$ cat src/rtl/core_serial_tx.sv
// Transmit partner of the processing core: buffers 16-bit result words in a small FIFO
// and serializes each one as start + 16 data bits (LSB first) + optional even parity + stop.
`timescale 1ns/1ps
module core_serial_tx #(
    parameter int CLKS_PER_BIT = 4,
    parameter int FIFO_DEPTH   = 4,
    parameter int PARITY_EN    = 1
) (
    input  logic                          clk,
    input  logic                          rstb,
    input  logic [15:0]                   data_in,
    input  logic                          data_in_valid,
    output logic                          tx_done,
    output logic                          serial_out,
    output logic                          tx_busy,
    output logic                          overflow,
    output logic [$clog2(FIFO_DEPTH):0]   fifo_count
);

    localparam int PTR_W = $clog2(FIFO_DEPTH);
    localparam int CW    = PTR_W + 1;
    localparam int TMR_W = $clog2(CLKS_PER_BIT);
    localparam logic [CW-1:0]    DEPTH_C  = CW'(FIFO_DEPTH);
    localparam logic [TMR_W-1:0] TMR_LAST = TMR_W'(CLKS_PER_BIT - 1);

    typedef enum logic [2:0] {IDLE, START, DATA, PARITY, STOP} state_t;

    state_t            state;
    state_t            state_next;
    logic [15:0]       mem [FIFO_DEPTH];
    logic [PTR_W-1:0]  wr_ptr;
    logic [PTR_W-1:0]  rd_ptr;
    logic [CW-1:0]     count_next;
    logic [TMR_W-1:0]  timer;
    logic [3:0]        bit_idx;
    logic [15:0]       shreg;
    logic              par_bit;
    logic              pending_done;
    logic              full;
    logic              empty;
    logic              bit_end;
    logic              push;
    logic              pop;

    function automatic logic even_parity(input logic [15:0] word);
        return ^word;
    endfunction

    assign full    = (fifo_count == DEPTH_C);
    assign empty   = (fifo_count == '0);
    assign bit_end = (timer == TMR_LAST);
    assign tx_busy = !empty || (state != IDLE);

    // Fullness is judged before the pop, so a word arriving on a pop edge always fits.
    assign push = data_in_valid && (!full || pop);

    always_comb begin
        state_next = state;
        pop        = 1'b0;
        serial_out = 1'b1;
        case (state)
            IDLE: begin
                if (!empty) begin
                    pop        = 1'b1;
                    state_next = START;
                end
            end
            START: begin
                serial_out = 1'b0;
                if (bit_end) state_next = DATA;
            end
            DATA: begin
                serial_out = shreg[0];
                if (bit_end && bit_idx == 4'd15)
                    state_next = (PARITY_EN != 0) ? PARITY : STOP;
            end
            PARITY: begin
                serial_out = par_bit;
                if (bit_end) state_next = STOP;
            end
            STOP: begin
                // Chain straight into the next frame when a word is waiting.
                if (bit_end) begin
                    if (!empty) begin
                        pop        = 1'b1;
                        state_next = START;
                    end else begin
                        state_next = IDLE;
                    end
                end
            end
            default: state_next = IDLE;
        endcase
    end

    always_comb begin
        count_next = fifo_count;
        if (push && !pop)
            count_next = fifo_count + 1'b1;
        else if (pop && !push)
            count_next = fifo_count - 1'b1;
    end

    always_ff @(posedge clk) begin
        if (!rstb) begin
            state        <= IDLE;
            timer        <= '0;
            bit_idx      <= '0;
            wr_ptr       <= '0;
            rd_ptr       <= '0;
            fifo_count   <= '0;
            pending_done <= 1'b0;
            tx_done      <= 1'b0;
            overflow     <= 1'b0;
        end else begin
            state <= state_next;
            if (state == IDLE || bit_end)
                timer <= '0;
            else
                timer <= timer + 1'b1;
            if (pop)
                bit_idx <= '0;
            else if (state == DATA && bit_end)
                bit_idx <= bit_idx + 1'b1;
            if (push) wr_ptr <= wr_ptr + 1'b1;
            if (pop)  rd_ptr <= rd_ptr + 1'b1;
            fifo_count <= count_next;
            // A write that fills the buffer owes the core its done pulse until space reopens.
            tx_done <= (push && count_next < DEPTH_C) || (pop && pending_done);
            if (push && count_next == DEPTH_C)
                pending_done <= 1'b1;
            else if (pop)
                pending_done <= 1'b0;
            if (data_in_valid && full && !pop)
                overflow <= 1'b1;
        end
    end

    always_ff @(posedge clk) begin
        if (push)
            mem[wr_ptr] <= data_in;
        if (pop) begin
            shreg   <= mem[rd_ptr];
            par_bit <= even_parity(mem[rd_ptr]);
        end else if (state == DATA && bit_end) begin
            shreg <= {1'b0, shreg[15:1]};
        end
    end

endmodule

$ cat config.mk
export PLATFORM = sky130hd
export DESIGN_NAME = core_serial_tx
export DESIGN_NICKNAME = d
export VERILOG_FILES = /design/src/rtl/core_serial_tx.sv
export SDC_FILE = /design/constraint.sdc
export NUM_CORES = 1
export LEC_CHECK = 0
export BUFFER_PORTS_ARGS = -buffer_cell sky130_fd_sc_hd__buf_4
export CAP_MARGIN = 30
export CORE_MARGIN = 2
export CORE_UTILIZATION = 56
export CTS_BUF_LIST = sky130_fd_sc_hd__clkbuf_4 sky130_fd_sc_hd__clkbuf_8
export DETAILED_ROUTE_END_ITERATION = 8
export PLACE_DENSITY = 0.89
export SYNTH_ARGS = -nofsm -noshare
export SYNTH_HDL_FRONTEND = slang
export SYNTH_SLANG_ARGS = --single-unit
$ cat constraint.sdc
create_clock -name clk -period 1.9 [get_ports clk]
set_input_delay 0.285 -clock clk [delete_from_list [all_inputs] [get_ports clk]]
set_output_delay 0.285 -clock clk [all_outputs]
set_load 0.01 [all_outputs]
# After elaboration in Yosys (flattened, before gate mapping)

Memory sizes are Yosys's and may differ from the RTL's. A register that Yosys moved wholly into a read port is not among the register bits.
Cells that the tools add are included.

Word-level logic and storage cells: 81
Bits of input ports: 19
RAM bits: 64
Bits in registers: 36
Output and inout bits: 7
Memories: 1

Mux-type cells: 21
$add $sub $neg: 6
Reductions and logical operators: 27
$lt $le $gt $ge: 1
Bitwise logic cells: 1
Eq/ne operators: 13

Memories:

| memory | words | bits a word | read ports | clocked after Yosys merged registers in | write ports | RTL line | source |
|---|---|---|---|---|---|---|---|
| mem    | 4     | 16          | 1          | 1                                       | 1           | 30       | `logic [15:0] mem [FIFO_DEPTH];` |

Operator list:

| cell                | number |
|---|---|
| $mux 16             | 2 |
| $mux 3              | 7 |
| $reduce_xor 16->1   | 1 |
| $pmux 3 s5          | 1 |
| $logic_and 1x1->1   | 10 |
| $ne 2x2->1 const B  | 5 |
| $eq 3x3->1 const B  | 3 |
| $mux 1              | 7 |
| $add 2x1->2 const B | 3 |
| $eq 3x2->1 const B  | 2 |
| $logic_not 3->1     | 2 |
| $reduce_and 5->1    | 1 |
| $add 4x1->4 const B | 1 |
| $eq 4x4->1 const B  | 1 |
| $logic_not 1->1     | 4 |
| $logic_or 1x1->1    | 4 |
| $mux 2              | 2 |
| $reduce_bool 2->1   | 2 |
| $reduce_or 2->1     | 2 |
| $add 3x1->3 const B | 1 |
| $eq 3x1->1 const B  | 1 |
| $lt 3x3->1 const B  | 1 |
| $pmux 1 s3          | 1 |
| $reduce_bool 3->1   | 1 |
| 4 further kinds     | 4 |

# Longest topological paths before layout

Gate-level depths: netlist of run 1.

Depth in word-level cells: 13
Depth in mapped cells: 8
Mapped depth without buffers: 8

# Least setup slack after synthesis of run 1

OpenSTA, ideal clock, no wires.

Kind: reg2reg
Start point: register fifo_count[0]
End point: memory mem[0][0], enable pin
Setup slack: -301 ps
Stages on the path, launching flop included: 7
Required time: 1,526 ps
Arrival time: 1,827 ps
Clock period less this slack: 2,201 ps
Library setup time: 374 ps
Buffers on the path: 0
Cells stage by stage: dfxtp_1 -> inv_1 -> ha_1 -> nand2b_1 -> nand3_1 -> a21oi_1 -> and2_1

Word-level cells in the longest chain between the ends: 8
Elaborated cells between the ends (all ways): 10
Those cells by class: eq/ne (1); mux (5); reduce/logical (4)

RTL lines:

| item                           | RTL line | source |
|---|---|---|
| start, declared                | 17       | `output logic [$clog2(FIFO_DEPTH):0] fifo_count` |
| start signal, assigned         | 127      | `fifo_count <= count_next;` |
| $logic_not 3->1                | 50       | `assign empty = (fifo_count == '0);` |
| $mux 1                         | 63, 84   |  |
| $mux 1                         | 83       | `if (bit_end) begin` |
| $pmux 1 s2                     | 61       | `case (state)` |
| $logic_or 1x1->1 *             | 55       | `assign push = data_in_valid && (!full \|\| pop);` |
| $logic_and 1x1->1 *            | 55       |  |
| $mux 1 *                       | 140      | `if (push)` |
| $mux 1 (not written as such) * | 141      | `mem[wr_ptr] <= data_in;` |
| end, declared                  | 30       |  |

Every way passes the cells marked *; elsewhere a longest branch is shown, timed or not.

==> impl_results.md, run 1 <==
* DR DRC count at 0
* Hold Buf Count CTS at 0
* Syn_nets at roughly 320
* Cell variety after synth at 34
* Sequential fraction of the synthesis area at 67.0%
* Starting Density at between 50% and 60%
* Leakage at 1.88 nW
* Yosys warns at 0
* Number of placed cells counting well taps at between 400 and 500
* Clock latency on the worst-skew pair at approximately 0.38 ns
* Antenna cells at 0
* Synthesis-to-finish area growth at 19.1%
* Boundary Pins at 26
* Area contributors post-synth: edfxtp_1 (57%), dfxtp_1 (9.9%), mux4_2 (5.3%)
* CTS Buf Count at 9
* Compound-Gate Fraction of Synth Area at under 10%
* Die Ht at 91.2 um
* Horiz. Die Dim at ~91 um
* DRT iter0 DRCs at 210
* Failing checks: setup timing
* Top FF cell, synth: edfxtp_1
* Flop and latch count out of synthesis at a little over 100
* Final Wtd Congestion at about 0.87
* Via count at 2450
* Max Root-Sink Buffers at 2
* Leading area contributor after synthesis: edfxtp_1
* # port buffers at 25
* Cell row count at 31
* Final clock skew at between 0.01 and 0.015 ns
* Final worst path period share at 105%
* DRT antenna net count at 0
* Post-synth ARST share at 0%
* Min cycle time layout at approximately 2 ns
* RSZ-0062 raised after global routing: true
* Pwr Total at about 7.4 mW
* Max rail drop VDD at 0.834 mV
* Mapped Cells at approximately 290
* Cell area after synthesis at 0.00426 mm2
* Largest net degree at the start of global routing at 23
* Worst-path clk slew at around 0.12 ns
* Fillers at between 400 and 500
* Root buffer cell: clkbuf_8
* WP data arrival at approximately 2.1 ns
* Final setup margin at -0.104 ns
* Overflow after GRT at 0
* Syn avg cell area at about 15 um2
* Initial antenna violation count at 0
* Post-Synth Simple-Gate Area at under 10%
* GR Util All Layers at between 15 and 20%
* First-pass GRT wire length at 12400 um
* Die area at around 0.0083 mm2
* Worst setup EP type: flip-flop
* Final non-filler cell total at 440
* Cell Pwr Density at between 1000 and 1500 mW/mm2
* Vias per cell at approximately 5.6
* Crit Path Max Fanout at 8
* Worst Tran Pin Value at roughly 0.44 ns
* Detailed Place HPWL at about 4600 um
* Fmax at 0.499 GHz
* Final setup viols at 1
* Routed len/inst at 17.5 um
* CTS Sinks at 102
* Number of H-tree levels at 3
* WL final at about 7700 um
* Status: finished with violations
* Drt pass-1 iters at 4
* Final Hold Fails at 0
* Post-Synth XOR/XNOR Area at approximately 5.3%
* Slew margin rel. at 70.9%
* Multiplexer share of the synthesized area at under 10%
* Synth Area in Adders at between 2 and 3%
* TritonCTS clock tree: yes
* Slew Viols, Final at 0
* Req. time, crit path at between 2 and 2.5 ns
* Vias in the first global route at approximately 2400
* WS Path Type: reg -> reg
* Layout net count at around 360
* EDFF count, synth at around 80
* Max Cap Viol at 0
* Layout cells sized above 1 at ~30%
* CORE AREA at 0.00729 mm2
* Largest family of logic cells by synthesized area: multiplexers
* Synth top area share at 57.1%
* Worst Hold Class: in -> reg
* Worst setup SP type: flip-flop
## registers in the layout, summed over array words and instances, names as in the netlist, named ones only
register and flops:
bit_idx 4, fifo_count 3, mem 64, overflow 1, par_bit 1, pending_done 1
rd_ptr 2, shreg 16, state 3, timer 2, tx_done 1, wr_ptr 2
## layer usage
metal	share of wire, %	track usage [%]
met3	5.0	4.81
met1	42	25.9
met2	50	31.4
met5	0	0
met4	2.8	9.34
## area by class of cell
| class | count | area [um2] | area share, % |
|---|---|---|---|
| clock inverters | 7 | 91.3 | 1.80 |
| multi-input cells | 168 | 1400 | 27.6 |
| flip-flops and latches | 102 | 2860 | 56.4 |
| inverters | 8 | 32.5 | 0.642 |
| repair buffers | 47 | 439 | 8.66 |
| well taps | 99 | 124 | 2.44 |
| clock buffers | 9 | 124 | 2.44 |
## worst max-delay path, cell delays in order, from the launching register on
cell and delay, ns:
dfxtp_4 0.40, buf_12 0.15, mux4_2 0.55, xnor2_2 0.17, xnor2_1 0.23, xnor2_1 0.17, xnor2_1 0.09
## cell usage in the layout (no fill, tap or decap), drive strengths merged, types with 2 or more instances in the layout
| cell | n |
|---|---|
| clkbuf | 9 |
| a211oi | 2 |
| ha | 9 |
| mux2i | 4 |
| edfxtp | 81 |
| nand2 | 55 |
| nor2b | 2 |
| a21oi | 6 |
| nor3 | 3 |
| o311ai | 2 |
| nand4 | 3 |
| buf | 47 |
| dfxtp | 21 |
| nand3 | 4 |
| a311o | 2 |
| xnor2 | 18 |
| clkinv | 2 |
| and2 | 7 |
| nand2b | 2 |
| nor2 | 17 |
| inv | 13 |
| mux4 | 16 |
| or2 | 2 |
| xor2 | 5 |
| a31oi | 3 |
## timing repair
item,CTS,global route
setup endpoints to repair,83,72
pin swaps,7,8
endpoints found under the hold margin,0,0
buffers inserted,1,2
cloned,2,1
resized for setup,17,10
## cell usage after synthesis, types with 2 or more instances
cell       n
edfxtp_1  81
nand2_1   55
dfxtp_1   21
nor2_1    17
xnor2_1   15
mux4_2    10
ha_1       9
inv_1      8
clkbuf_1   7
a21oi_1    6
and2_1     6
mux4_1     6
xor2_1     5
mux2i_1    4
nand3_1    4
a31oi_1    3
buf_2      3
nand4_1    3
nor3_1     3
xnor2_2    3
a211oi_1   2
a311o_1    2
nand2b_1   2
nor2b_1    2
o311ai_0   2
## path summary, 6_finish.rpt
kind | from | end | slack (ns) | cells past startpoint
setup / recovery | flip-flop | par_bit | -0.10 | 6
hold / removal | data_in[9] | mem[0][9] | 0.1 | 1
setup reg to reg | flip-flop | par_bit | -0.10 | 6
hold reg to reg | timer[0] | timer[0] | 0.45 | 1
## report_power, final
group | internal [mW] | switching [mW]
clock network | 0.548 | 0.866
logic | 1.38 | 1.43
registers | 2.98 | 0.151
total | 4.91 | 2.44
## per-stage QoR
stage / area (um2) / setup TNS, ns / hold slack (ns) / setup WS [ns] / utilization [%]
detailed placement: 4720 / -0.154 / 0.439 / -0.154 / 64.7
floorplan: 4280 / -1.98 / 0.384 / -0.0375 / -
global placement: 4720 / -0.0846 / 0.415 / -0.0846 / 64.7
finish: 5070 / -0.104 / 0.0965 / -0.104 / 69.5
global route: 5070 / -0.165 / 0.0767 / -0.165 / 69.5
CTS: 5010 / -0.0873 / 0.0840 / -0.0873 / 68.7
## kinds of logic after synthesis
kind of cell,after synthesis
AOI/OAI and AO/OA,18
xor gates and xnor gates,23
adders and majority gates,9
buffers and inverters,20
DFF,102
muxes,20
and+or+nand+nor,96
Power figures use the tool's default switching activity.
==> run 2, diff against run 1 <==
Settings changed: CORE_UTILIZATION 56 to 30, CTS_BUF_LIST sky130_fd_sc_hd__clkbuf_4 sky130_fd_sc_hd__clkbuf_8 to unset, PLACE_DENSITY 0.89 to 0.59, SLEW_MARGIN set to 20.
==> run 2 against run 1 <==
Net effect:
- the run still ends with setup timing left
- largest power group unchanged
- fmax up 2.3%
- critical path type unchanged
- via count is 3.8% lower
- flip-flop and latch count did not move
- cell count rose by 19%
- register-to-register slack improved by 0.04 ns
- non-clock buffer count grew 6
- worst hold slack better by 0.037 ns
- combinational power about the same
- clock-buffer cell count is 2 higher
==> impl_results.md, run 2 (same netlist as run 1, synthesis figures left out) <==
* Fillers at around 1300
* Max rail drop VDD at about 0.86 mV
* CTS Sinks at around 100
* Req. time, crit path at roughly 2 ns
* WL final at ~7600 um
* Worst Tran Pin Value at 0.501 ns
* Cell Pwr Density at ~1500 mW/mm2
* CP Buf/Inv Count at 1
* Logic pwr share at approximately 36%
* Vias in the first global route at around 2400
* Min cycle time layout at approximately 2.0 ns
* Worst setup SP type: flip-flop
* Max Root-Sink Buffers at 2
* Root buffer cell: clkbuf_16
* Critical path's slowest cell: mux4_2
* CP top delay family: XOR/XNOR gates
* Routed len/inst at around 15 um
* Hold Buf Count CTS at 0
* DRT antenna net count at 0
* Reg with most FFs: mem
* Starting Density at a little under a third
* WP data arrival at 2.06 ns
* R2r setup slk at -0.06 ns
* Boundary Pins at 26
* Clock share of power at a little under a quarter
* Antenna cells at 0
* Status: finished with violations
* Post-layout util at ~38%
* Layout cells sized above 1 at roughly 30%
* DRT iter0 DRCs at 120
* Worst Hold Class: in -> reg
* Die area at about 0.015 mm2
* DR DRC count at 0
* Leakage at 1.91 nW
* Final setup margin at -0.0590 ns
* Switching power at roughly 2.3 mW
* CTS Buf Count at 9
* CP endpoint: par_bit
* RSZ-0062 raised after global routing: true
* Vias per cell at 4.49
* Initial antenna violation count at 0
* Final worst path period share at 103%
* Overflow after GRT at 0
* WS Path Type: reg -> reg
* Cell row count at 43
* Hold Slack at around 0.13 ns
* Slew Viols, Final at 0
* Via count at roughly 2400
* CP cell instances: buf_4 -> mux4_2 -> xnor2_1 -> xnor2_1 -> xnor2_2 -> xnor2_1
* Clock latency on the worst-skew pair at ~0.35 ns
* Drt pass-1 iters at 6
* Most common cell after layout, fill and taps aside: edfxtp_1
* First-pass GRT wire length at ~12000 um
* Largest net degree at the start of global routing at 20
* Critical Path Most Common Cell: xnor2_1
* Most frequent cells in the layout: edfxtp_1 (81), nand2_1 (55), buf_4 (45)
* Die Ht at ~120 um
* GR Util All Layers at between 10% and 20%
* Slowest stage delay, CP at 0.54 ns
* Final setup viols at 1
* WP depth at 6
* Biggest regs: mem x64, shreg x16, bit_idx x4
* Horiz. Die Dim at between 100 and 150 um
* Sequential share of power at just over 40%
* Final Hold Fails at 0
* # port buffers at 25
* Synthesis-to-finish area growth at 23.1%
* HP Start: data_in[14]
* Number of H-tree levels at 3
* Max reg flops at 64
* Worst-path clk slew at 0.07 ns
* Failing checks: setup timing
* Max Cap Viol at 0
* Worst setup EP type: flip-flop
* Reg-to-Reg End: par_bit
* Switching Fraction at between 30% and 40%
* Final clock skew at between 0.005 and 0.006 ns
* Final Wtd Congestion at 0.765
* Reg2Reg Depth at 6
* Crit Path Max Fanout at 4
* Layout net count at roughly 370
* Detailed Place HPWL at 5080 um
* TritonCTS clock tree: yes
* Fmax at about 0.51 GHz
* Slew margin rel. at 66.6%
* Int Pwr at approximately 5.3 mW
* CORE AREA at 0.0139 mm2
[run 2: cell types whose count changed in the layout (fill, tap and decap cells not counted), moves of 2 or more]
cell        previous run  this run
clkbuf_16              0        10
clkbuf_8               9         1
buf_4                 40        45
inv_8                  3         0
clkinv_8               2         0
clkinvlp_4             0         2
inv_6                  1         3
xnor2_1                8        10
xnor2_2               10         8
[run 2: metal layers]
layer / global-route usage, % / wire length, um
met3: 3.41 / 332
met4: 4.47 / 140
met2: 17.7 / 3640
met5: 0 / 0
met1: 14.2 / 3510
[run 2: worst register-to-register path, delay by kind of cell, from the launching register on]
kind	cells	cell delay, ns
muxes	1	0.54
xor gates and xnor gates	4	0.64
DFF	1	0.38
buffers and inverters	1	0.15
[run 2: metrics by stage]
step	setup slack, ns	setup TNS, ns	instances	area, um2	power, mW
final	-0.0590	-0.0590	525	5240	7.63
after global routing	-0.147	-1.25	525	5240	8.10
after CTS	-0.0889	-0.0889	523	5190	7.65
after detailed placement	-0.129	-0.129	503	4850	5.73
after global placement	-0.106	-0.106	503	4850	5.67
after floorplan	-0.0375	-1.98	288	4280	5.00
[run 2: worst min path at each step]
stage                             to  slack, ns  cells after the start
after CTS                 mem[1][14]       0.11                      1
after global placement      timer[0]       0.42                      1
after global routing       mem[2][8]       0.12                      1
final                     mem[1][14]       0.13                      1
after floorplan            mem[0][0]       0.38                      0
after detailed placement    timer[0]       0.42                      1
[run 2: power by group through the flow]
stage	Clock (mW)	Combinational (mW)	Sequential, mW
finish	1.74	2.77	3.12
CTS	1.81	2.72	3.12
floorplan	0	1.88	3.13
global placement	0	2.52	3.15
detailed placement	0	2.57	3.16
global route	1.89	3.05	3.16
[run 2: layout make-up]
class / count / area, um2 / share of cell area (%)
clock buffer: 11 / 243 / 4.63
clock inverter: 5 / 41.3 / 0.788
timing repair buffer: 53 / 494 / 9.43
tap: 180 / 225 / 4.30
multi-input combinational: 166 / 1350 / 25.8
sequential: 102 / 2860 / 54.5
inverter: 8 / 30.0 / 0.573
[run 2: timing repair]
| item | CTS | global route |
|---|---|---|
| setup endpoints to repair | 47 | 85 |
| cloned | 0 | 1 |
| buffers inserted | 4 | 1 |
| pin swaps | 3 | 6 |
| resized for setup | 10 | 8 |
==> run 3, diff against run 2 <==
Settings changed: REMOVE_ABC_BUFFERS set to 1.
==> run 3 against run 2 <==
Net effect:
- the run still ends with setup timing left
- worst setup slack got worse by 0.024 ns
- worst hold slack improved by 0.0083 ns
- sequential share of layout area is 0.13 points lower
- critical path depth did not move
- via count grew 1.4%
- clock-buffer cell count is 1 lower
- cell count fell by 0.38%
- global-route usage fell by 0.13 points
- utilization up 0.090 points
- routed wire length up 2.8%
==> impl_results.md, run 3 (same netlist as run 1, synthesis figures left out) <==
* Status: finished with violations
* Failing checks: setup timing
* Final non-filler cell total at roughly 520
* Slew Viols, Final at 0
* DRT antenna net count at 0
* Placement Cell Area at 0.00484 mm2
* Synthesis-to-finish area growth at 23.4%
* CP endpoint: par_bit
* Final Hold Fails at 0
* Hold Buf Count CTS at 0
* Final setup viols at 1
* Req. time, crit path at roughly 2.0 ns
* Overflow after GRT at 0
* Drt pass-1 iters at 4
* Max reg flops at 64
* Antenna cells at 0
* Finished Cell Area at 0.00525 mm2
* Detailed Place HPWL at 4830 um
* Cell row count at 43
* Worst-path clk slew at 0.07 ns
* Leakage at around 1.9 nW
* WS Path Type: reg -> reg
* Cell Pwr Density at 1430 mW/mm2
* Worst setup SP type: flip-flop
* WL final at 7840 um
* TritonCTS clock tree: yes
* Die Ht at roughly 120 um
* GR Util All Layers at between 10% and 20%
* DR DRC count at 0
* Final worst path period share at 104%
* Clock latency on the worst-skew pair at 0.34 ns
* Reg with most FFs: mem
* Reg2Reg Depth at 6
* Final Wtd Congestion at 0.783
* Vias in the first global route at approximately 2400
* R2r setup slk at -0.08 ns
* Largest net degree at the start of global routing at 20
* CTS Buf Count at 9
* Slew margin rel. at between 60% and 70%
* Most frequent cells in the layout: edfxtp_1 (81), nand2_1 (55), buf_4 (42)
* Number of placed cells counting well taps at between 500 and 600
* WP data arrival at between 2 and 2.5 ns
* Post-route setup TNS at -0.0831 ns
* Boundary Pins at 26
* Routed len/inst at roughly 15 um
* Layout net count at about 370
* # port buffers at 25
* Reg-to-Reg End: par_bit
* Fillers at ~1300
* Most common cell after layout, fill and taps aside: edfxtp_1
* Via count at between 2000 and 2500
* Number of H-tree levels at 3
* Layout cells sized above 1 at between 20% and 30%
* DRT iter0 DRCs at around 200
* Root buffer cell: clkbuf_16
* Initial antenna violation count at 0
* Die area at ~0.015 mm2
* Worst setup EP type: flip-flop
* Worst Hold Class: in -> reg
* Max Cap Viol at 0
* Min cycle time layout at between 1.5 and 2 ns
* Biggest regs: mem x64, shreg x16, bit_idx x4
* CTS Sinks at between 100 and 150
* CORE AREA at 0.0139 mm2
* Crit Path Max Fanout at 7
* Vias per cell at about 4.6
* Post-place setup slack at -0.198 ns
* Horiz. Die Dim at approximately 120 um
* Max rail drop VDD at 0.637 mV
* Final clock skew at between 0.005 and 0.006 ns
* First-pass GRT wire length at about 12000 um
* Final setup margin at -0.0831 ns
* RSZ-0062 raised after global routing: true
* Worst Tran Pin Value at about 0.48 ns
* Starting Density at a little over 30%
* Max Root-Sink Buffers at 2
* Fmax at 0.504 GHz
run 3: cell types whose count changed in the layout (fill, tap and decap cells not counted), moves of 2 or more:
cell | before | now
and2_1 | 2 | 4
and2_2 | 3 | 0
buf_4 | 45 | 42
clkinv_1 | 0 | 2
clkinvlp_4 | 2 | 0
run 3: metrics by stage:
stage,total power [mW],utilization (%),hold WS [ns]
final,7.52,37.8,0.142
after global routing,7.96,37.8,0.134
after CTS,7.51,37.1,0.132
after detailed placement,5.66,34.8,0.428
after global placement,5.62,34.8,0.416
after floorplan,4.85,-,0.384
run 3: cell type report:
type / instances / area [um2] / share of cell area (%)
timing repair buffer: 52 / 524 / 9.98
tap: 180 / 225 / 4.29
multi-input combinational: 166 / 1360 / 25.8
sequential: 102 / 2860 / 54.4
clock inverter: 5 / 33.8 / 0.643
inverter: 8 / 30.0 / 0.572
clock buffer: 10 / 229 / 4.36
run 3: report_power, final:
part | total (mW) | switching (mW) | internal [mW]
sequential | 3.13 | 0.145 | 2.98
combinational | 2.72 | 1.35 | 1.37
clock | 1.67 | 0.782 | 0.887
run 3: how the worst min path moves through the flow:
| stage | slack (ns) | cells after the start | endpoint | start |
|---|---|---|---|---|
| global placement | 0.42 | 1 | timer[0] | timer[0] |
| floorplan | 0.38 | 0 | mem[0][0] | data_in[0] |
| detailed placement | 0.43 | 1 | timer[0] | timer[0] |
| global route | 0.13 | 1 | mem[2][1] | data_in[1] |
| finish | 0.14 | 1 | mem[0][6] | data_in[6] |
| CTS | 0.13 | 1 | mem[3][13] | data_in[13] |
run 3: timing repair:
action                                  CTS  global route
buffers inserted                          0             2
gates cloned                              1             2
endpoints found under the setup margin   65            85
endpoints found under the hold margin     0             0
pin swaps                                 7             1
gates resized for setup                  16            10
run 3: per-layer routing:
layer | routed length, um | global-route usage [%]
met4 | 94 | 3.34
met3 | 294 | 3.41
met2 | 3910 | 18.0
met5 | 0 | 0
met1 | 3540 | 14.0
run 3: critical path: stages, from the launching register on:
cell	delay, ns
dfxtp_4	0.40
buf_12	0.14
mux4_2	0.53
xnor2_1	0.27
xnor2_2	0.16
xnor2_2	0.13
xnor2_1	0.09
